**config.mk**
```make
export PLATFORM = sky130hd
export DESIGN_NAME = i2s_rx_ctrl
export DESIGN_NICKNAME = d
export VERILOG_FILES = /design/src/rtl/i2s_pkg.sv /design/src/rtl/i2s_sample_fifo.sv /design/src/rtl/i2s_rx_ctrl.sv
export SDC_FILE = /design/constraint.sdc
export NUM_CORES = 1
export LEC_CHECK = 0
export BUFFER_PORTS_ARGS = -buffer_cell sky130_fd_sc_hd__buf_2
export CORE_ASPECT_RATIO = 1.25
export CORE_MARGIN = 8
export CORE_UTILIZATION = 25
export DETAILED_ROUTE_END_ITERATION = 10
export GPL_TIMING_DRIVEN = 0
export SETUP_SLACK_MARGIN = 0.05
export SLEW_MARGIN = 0
export SYNTH_ARGS = -nofsm -noshare
export SYNTH_HDL_FRONTEND = slang
export SYNTH_HIERARCHICAL = 1
export SYNTH_SLANG_ARGS = --single-unit
```
**constraint.sdc**
```tcl
create_clock -name HCLK -period 5.8 [get_ports HCLK]
set_clock_uncertainty 0.05 [all_clocks]
set_input_delay 0.87 -clock HCLK [delete_from_list [all_inputs] [get_ports HCLK]]
set_output_delay 0.87 -clock HCLK [all_outputs]
set_load 0.05 [all_outputs]
```
**src/rtl/i2s_pkg.sv**
```systemverilog
// rtl/i2s_pkg.sv - shared types and constants for the I2S receive controller
package i2s_pkg;

  typedef enum logic [1:0] {
    IDLE,
    WARMUP,
    RUN
  } state_t;

  localparam int CLK_DIV_MIN = 3;
  localparam int DELAY_BIT   = 0;

endpackage

```
**src/rtl/i2s_sample_fifo.sv**
```systemverilog
// rtl/i2s_sample_fifo.sv - first-word fall-through sample FIFO with exact level
module i2s_sample_fifo #(
  parameter int WIDTH = 24,
  parameter int DEPTH = 8
) (
  input  logic                     clk,
  input  logic                     rst_n,
  input  logic                     push,
  input  logic [WIDTH-1:0]         push_data,
  input  logic                     pop,
  output logic [WIDTH-1:0]         pop_data,
  output logic [$clog2(DEPTH):0]   level,
  output logic                     full,
  output logic                     empty
);

  localparam int AW = $clog2(DEPTH);

  logic [WIDTH-1:0] mem [DEPTH];
  logic [AW-1:0]    wr_ptr;
  logic [AW-1:0]    rd_ptr;
  logic             do_push;
  logic             do_pop;

  assign full     = (level == (AW+1)'(DEPTH));
  assign empty    = (level == '0);
  assign do_pop   = pop && !empty;
  // A full FIFO still accepts a push when a pop frees the head slot in the same cycle.
  assign do_push  = push && (!full || do_pop);
  assign pop_data = empty ? '0 : mem[rd_ptr];

  always_ff @(posedge clk) begin
    if (do_push) begin
      mem[wr_ptr] <= push_data;
    end
  end

  always_ff @(posedge clk or negedge rst_n) begin
    if (!rst_n) begin
      wr_ptr <= '0;
      rd_ptr <= '0;
      level  <= '0;
    end else begin
      if (do_push) begin
        wr_ptr <= wr_ptr + AW'(1);
      end
      if (do_pop) begin
        rd_ptr <= rd_ptr + AW'(1);
      end
      case ({do_push, do_pop})
        2'b10:   level <= level + (AW+1)'(1);
        2'b01:   level <= level - (AW+1)'(1);
        default: level <= level;
      endcase
    end
  end

endmodule

```
**src/rtl/i2s_rx_ctrl.sv**
```systemverilog
// rtl/i2s_rx_ctrl.sv - I2S master receiver: SCK/WS generation, single-channel capture, sample FIFO
module i2s_rx_ctrl
  import i2s_pkg::*;
#(
  parameter int CLK_DIV    = 4,
  parameter int FRAME_BITS = 32,
  parameter int SAMPLE_W   = 24,
  parameter int FIFO_DEPTH = 8,
  parameter int CHANNEL    = 0
) (
  input  logic                          HCLK,
  input  logic                          HRESETn,
  input  logic                          en,
  input  logic                          sd,
  output logic                          sck,
  output logic                          ws,
  output logic [SAMPLE_W-1:0]           sample_data,
  output logic                          sample_valid,
  input  logic                          sample_ready,
  output logic [$clog2(FIFO_DEPTH):0]   fifo_level,
  output logic                          overrun,
  input  logic                          clr_overrun
);

  localparam int DW = $clog2(CLK_DIV);
  localparam int BW = $clog2(FRAME_BITS);

  state_t              state;
  state_t              state_next;
  logic                sd_meta;
  logic                sd_sync;
  logic [DW-1:0]       div_cnt;
  logic [BW-1:0]       bit_cnt;
  logic [SAMPLE_W-2:0] shreg;
  logic                running;
  logic                tick;
  logic                fall_evt;
  logic                slot_end;
  logic                capture;
  logic                push;
  logic                pop;
  logic                fifo_full;
  logic                fifo_empty;

  assign running  = (state != IDLE) && en;
  assign tick     = running && (div_cnt == DW'(CLK_DIV - 1));
  assign fall_evt = tick && sck;
  assign slot_end = fall_evt && (bit_cnt == BW'(FRAME_BITS - 1));
  assign capture  = fall_evt && (bit_cnt != BW'(DELAY_BIT)) && (bit_cnt <= BW'(SAMPLE_W));
  assign push     = fall_evt && (state == RUN) && (bit_cnt == BW'(SAMPLE_W))
                    && (ws == (CHANNEL != 0));
  assign pop      = sample_valid && sample_ready;
  assign sample_valid = !fifo_empty;

  always_ff @(posedge HCLK or negedge HRESETn) begin
    if (!HRESETn) begin
      sd_meta <= 1'b0;
      sd_sync <= 1'b0;
    end else begin
      sd_meta <= sd;
      sd_sync <= sd_meta;
    end
  end

  always_ff @(posedge HCLK or negedge HRESETn) begin
    if (!HRESETn) begin
      state <= IDLE;
    end else begin
      state <= state_next;
    end
  end

  // WARMUP ends on the falling edge that closes the right slot, i.e. after one full stereo frame.
  always_comb begin
    state_next = state;
    case (state)
      IDLE:    if (en) state_next = WARMUP;
      WARMUP:  if (!en) state_next = IDLE;
               else if (slot_end && ws) state_next = RUN;
      RUN:     if (!en) state_next = IDLE;
      default: state_next = IDLE;
    endcase
  end

  always_ff @(posedge HCLK or negedge HRESETn) begin
    if (!HRESETn) begin
      div_cnt <= '0;
      bit_cnt <= '0;
      sck     <= 1'b0;
      ws      <= 1'b0;
      shreg   <= '0;
    end else if (!running) begin
      div_cnt <= '0;
      bit_cnt <= '0;
      sck     <= 1'b0;
      ws      <= 1'b0;
      shreg   <= '0;
    end else begin
      div_cnt <= tick ? '0 : div_cnt + DW'(1);
      if (tick) begin
        sck <= !sck;
      end
      if (fall_evt) begin
        bit_cnt <= slot_end ? '0 : bit_cnt + BW'(1);
        if (slot_end) begin
          ws <= !ws;
        end
      end
      // The last sample bit goes straight to the FIFO, so the register only holds the leading bits.
      if (capture) begin
        shreg <= {shreg[SAMPLE_W-3:0], sd_sync};
      end
    end
  end

  always_ff @(posedge HCLK or negedge HRESETn) begin
    if (!HRESETn) begin
      overrun <= 1'b0;
    end else if (push && fifo_full && !pop) begin
      overrun <= 1'b1;
    end else if (clr_overrun) begin
      overrun <= 1'b0;
    end
  end

  i2s_sample_fifo #(
    .WIDTH (SAMPLE_W),
    .DEPTH (FIFO_DEPTH)
  ) u_fifo (
    .clk       (HCLK),
    .rst_n     (HRESETn),
    .push      (push),
    .push_data ({shreg, sd_sync}),
    .pop       (pop),
    .pop_data  (sample_data),
    .level     (fifo_level),
    .full      (fifo_full),
    .empty     (fifo_empty)
  );

endmodule
```
==> impl_results.md <==
- Rel. slew slack: between 10% and 20%
- Drt via density: approximately 4.4
- First-pass GRT wire length: roughly 31 mm
- Sw frac: ~28%
- Starting density of the core: between 20% and 30%
- Reg-to-Reg End: u_fifo/level[3]$_DFFE_PN0P_
- Leading area contributor after synthesis: edfxtp_1
- Measured slew at the worst slew-check pin: 1.220 ns
- Most frequent cell after synthesis: edfxtp_1
- Max clock buf depth: 3
- Overall Power: between 4 and 5 mW
- Core Box Area: between 30000 and 40000 um^2
- Switching Power: about 1.2 mW
- FP Rows: 80
- H-tree levels: 1
- Die extent in y: 235.9 um
- Max_cap viols: 0
- Gr ovfl total: 0
- Diode count: 0
- Placed cell count: 1052
- Initial DRC count: about 250
- CTS tree: yes
- Pins Over Slew Limit: 0
- FF-to-FF Start: u_fifo/level[1]$_DFFE_PN0P_
- WP data arrival: approximately 4.1 ns
- Comb power frac: about a fifth
- FF+latch count, synth: 239
- Clock power share: a little over a third
- Crit-path cells: or3_1 -> buf_6 -> nor2_2 -> buf_2 -> nor2b_1 -> buf_2 -> o21ai_2 -> or2b_1 -> inv_1 -> ha_1 -> a211oi_1 -> o2111ai_1 -> o21a_1 -> o221ai_1
- Initial antenna violation count: 0
- CP max FO: 11
- Total CTS buffers: 24
- Maximum vdd drop: around 220 uV
- Startpoint types: register
- Total Routed Length: 19.77 mm
- Post-Synthesis Cells: between 500 and 600
- Sequential Power Share: about 45%
- Crit path kind: reg2reg
- PD cells: between 300 and 400 nW/um^2
- Worst-Skew Late Latency: 0.51 ns
- # setup viols final: 0
- Die span in x: between 150 and 200 um
- Cell Area, Synth: between 9000 and 10000 um^2
- DR WL/cell: roughly 18 um
- Share of layout cells above drive strength 1: 27.69%
- Worst stage delay on the critical path: between 0.4 and 0.5 ns
- CTS resizes: 0
- Hold Crit Start: sd_meta$_DFF_PN0_
- Hold-fix buffers, CTS: 0
- DRT Pass-1 Iters: 4
- Vias in the first global route: 5174
- Ports: 38
- Finished layout cell area: 11360 um^2
- Sequential area share after synthesis: 71.77%
- YS warnings: 6
- Hold endpoint: sd_sync$_DFF_PN0_
- Port Buf Inserts: 37
- Synth unique cells: between 50 and 60
- FMAX: about 270 MHz
- Fin util: ~30%
- Status: finished, final reports clean
- Number of setup buffers added after CTS: 0
- Clock root cell: clkbuf_16
- Worst Path Required: 6.17 ns
- Sink Count: between 200 and 250
- Worst hold path type: reg2reg
- EDFF count, synth: 192
- Top cells by area, synth: edfxtp_1 60%, dfrtp_1 12%, mux4_2 11%, mux2i_1 4.9%, nand2_1 1.4%
- Top cells by count, synth: 192 x edfxtp_1, 47 x dfrtp_1, 47 x mux2i_1, 46 x mux4_2, 36 x nand2_1
- Most used cell along the critical path: buf_2
- Top cell type's share of synthesized area: 59.61%
- Int Power: a little over 3 mW
- Synthesized area per cell: roughly 19 um^2
- Top FF cell, synth: edfxtp_1
- Async SR Flop Fraction: 19.67%
- Worst Reg-to-Reg Cells: 14
- Critical-path top delay cell: dfrtp_1
- Number of nets in the layout: 601
- # DRC: 0
- Hold Fails Final Rpt: 0
- Clock-pin slew on the worst setup and hold paths: ~0.060 ns
- Hold Path Stages: 0
- Fillers: roughly 3700
- Syn Nets: about 530
- Final critical-path share of the clock period: between 60% and 70%
- Leakage: approximately 4.6 nW
- DP HPWL: roughly 12 mm
- Endpoint class of the critical path: register
- Area growth from synthesis to layout: 17.43%
- Placed Area: between 10000 and 15000 um^2
- Largest net degree at the start of global routing: 48
- Final min period: between 3 and 4 ns
- Final non-filler cell total: roughly 1100
- Final antenna-violating net count: 0
- RSZ-0062 raised after global routing: false
- Gp weighted congestion: 0.6758
- Die area: around 45000 um^2
- Gr usage total: under 10%
- Vias: roughly 4800
- Worst R2R Setup Slack: slightly above 2 ns
per-stage QoR:
stage	TNS, ns	worst slack, ns	hold WS, ns
after floorplan	0	1.486	0.2812
after global placement	-42.41	-0.8898	0.2850
after detailed placement	0	1.604	0.2847
after CTS	0	1.953	0.2942
after global routing	0	1.796	0.3117
final	0	2.073	0.2931
worst max path at each step:
stage	cells past startpoint	startpoint	endpoint	slack (ns)
floorplan	5	en	u_fifo/mem[0][0]$_DFFE_PP_	1.49
global placement	6	en	u_fifo/mem[1][5]$_DFFE_PP_	-0.89
detailed placement	8	en	u_fifo/mem[0][7]$_DFFE_PP_	1.60
CTS	14	u_fifo/level[1]$_DFFE_PN0P_	u_fifo/level[3]$_DFFE_PN0P_	1.95
global route	14	u_fifo/level[1]$_DFFE_PN0P_	u_fifo/level[3]$_DFFE_PN0P_	1.80
finish	14	u_fifo/level[1]$_DFFE_PN0P_	u_fifo/level[3]$_DFFE_PN0P_	2.07
kinds of logic (layout without fill, tap and decap cells):
kind of cell,after synthesis,count (layout),synth area share [%]
AO/OA/AOI/OAI,26,26,2.380
XOR/XNOR,7,7,0.6339
adder cells (fa/ha/maj),9,9,1.242
buffers and inverters,37,123,2.510
flip-flops,239,239,71.77
multiplexers,98,98,16.55
AND/OR/NAND/NOR,101,101,4.916
routing by layer:
metal / share of wire (%) / GRT usage [%] / vias to the layer above
met1: 43 / 11.04 / 2515
li1: - / - / 2168
met3: 4.4 / 1.550 / 21
met4: 1.3 / 1.892 / 0
met2: 52 / 15.31 / 88
met5: 0 / 0 / -
power by group through the flow:
stage | registers (mW) | logic, mW | clock network [mW]
after floorplan | 1.96 | 0.597 | 0
after global placement | 1.92 | 0.868 | 0
after detailed placement | 1.92 | 0.878 | 0
after CTS | 1.89 | 0.879 | 1.50
after global routing | 1.89 | 0.914 | 1.57
final | 1.89 | 0.852 | 1.46
cell usage in the layout, fill, tap and decap left out, types with 3 or more instances in the layout:
master | netlist | routed
edfxtp_1 | 192 | 192
buf_2 | 10 | 47
mux2i_1 | 47 | 47
dfrtp_1 | 47 | 47
mux4_2 | 46 | 46
nand2_1 | 36 | 36
nor2_1 | 34 | 28
clkbuf_16 | 0 | 25
inv_1 | 13 | 13
ha_1 | 8 | 8
clkbuf_1 | 3 | 6
xnor2_1 | 6 | 6
nor2_4 | 0 | 6
nand2b_1 | 5 | 5
nand3_1 | 5 | 5
clkbuf_8 | 0 | 5
buf_6 | 2 | 5
o21ai_0 | 4 | 4
buf_12 | 4 | 4
clkinv_1 | 0 | 4
clkinv_2 | 0 | 4
buf_4 | 3 | 4
nor3_1 | 5 | 3
o21a_1 | 3 | 3
o211ai_1 | 3 | 3
area by class of cell:
cell class | instances | area (um^2) | share of cell area, %
plain buffers | 24 | 193.9 | 1.708
inverters | 13 | 48.80 | 0.4297
clock buffers | 33 | 705.7 | 6.214
clock inverters | 10 | 52.55 | 0.4627
multi-input cells | 241 | 2542 | 22.39
well taps | 492 | 615.6 | 5.420
repair buffers | 43 | 256.5 | 2.258
flip-flops and latches | 239 | 6942 | 61.12
flip-flops by register name, indices dropped and copies added, names as in the netlist:
register,cells
u_fifo/mem,192
shreg,23
bit_cnt,5
u_fifo/level,4
u_fifo/rd_ptr,3
u_fifo/wr_ptr,3
div_cnt,2
state,2
overrun,1
sck,1
sd_meta,1
sd_sync,1
ws,1
critical path, delay by kind of cell (launching register included):
kind                     cells  cell delay (ns)
AO/OA/AOI/OAI                5             0.98
adder cells (fa/ha/maj)      1             0.27
buffers and inverters        4             0.84
flip-flops                   1             0.41
AND/OR/NAND/NOR              4             1.10
Note: power is estimated with default switching activity, not from simulation.
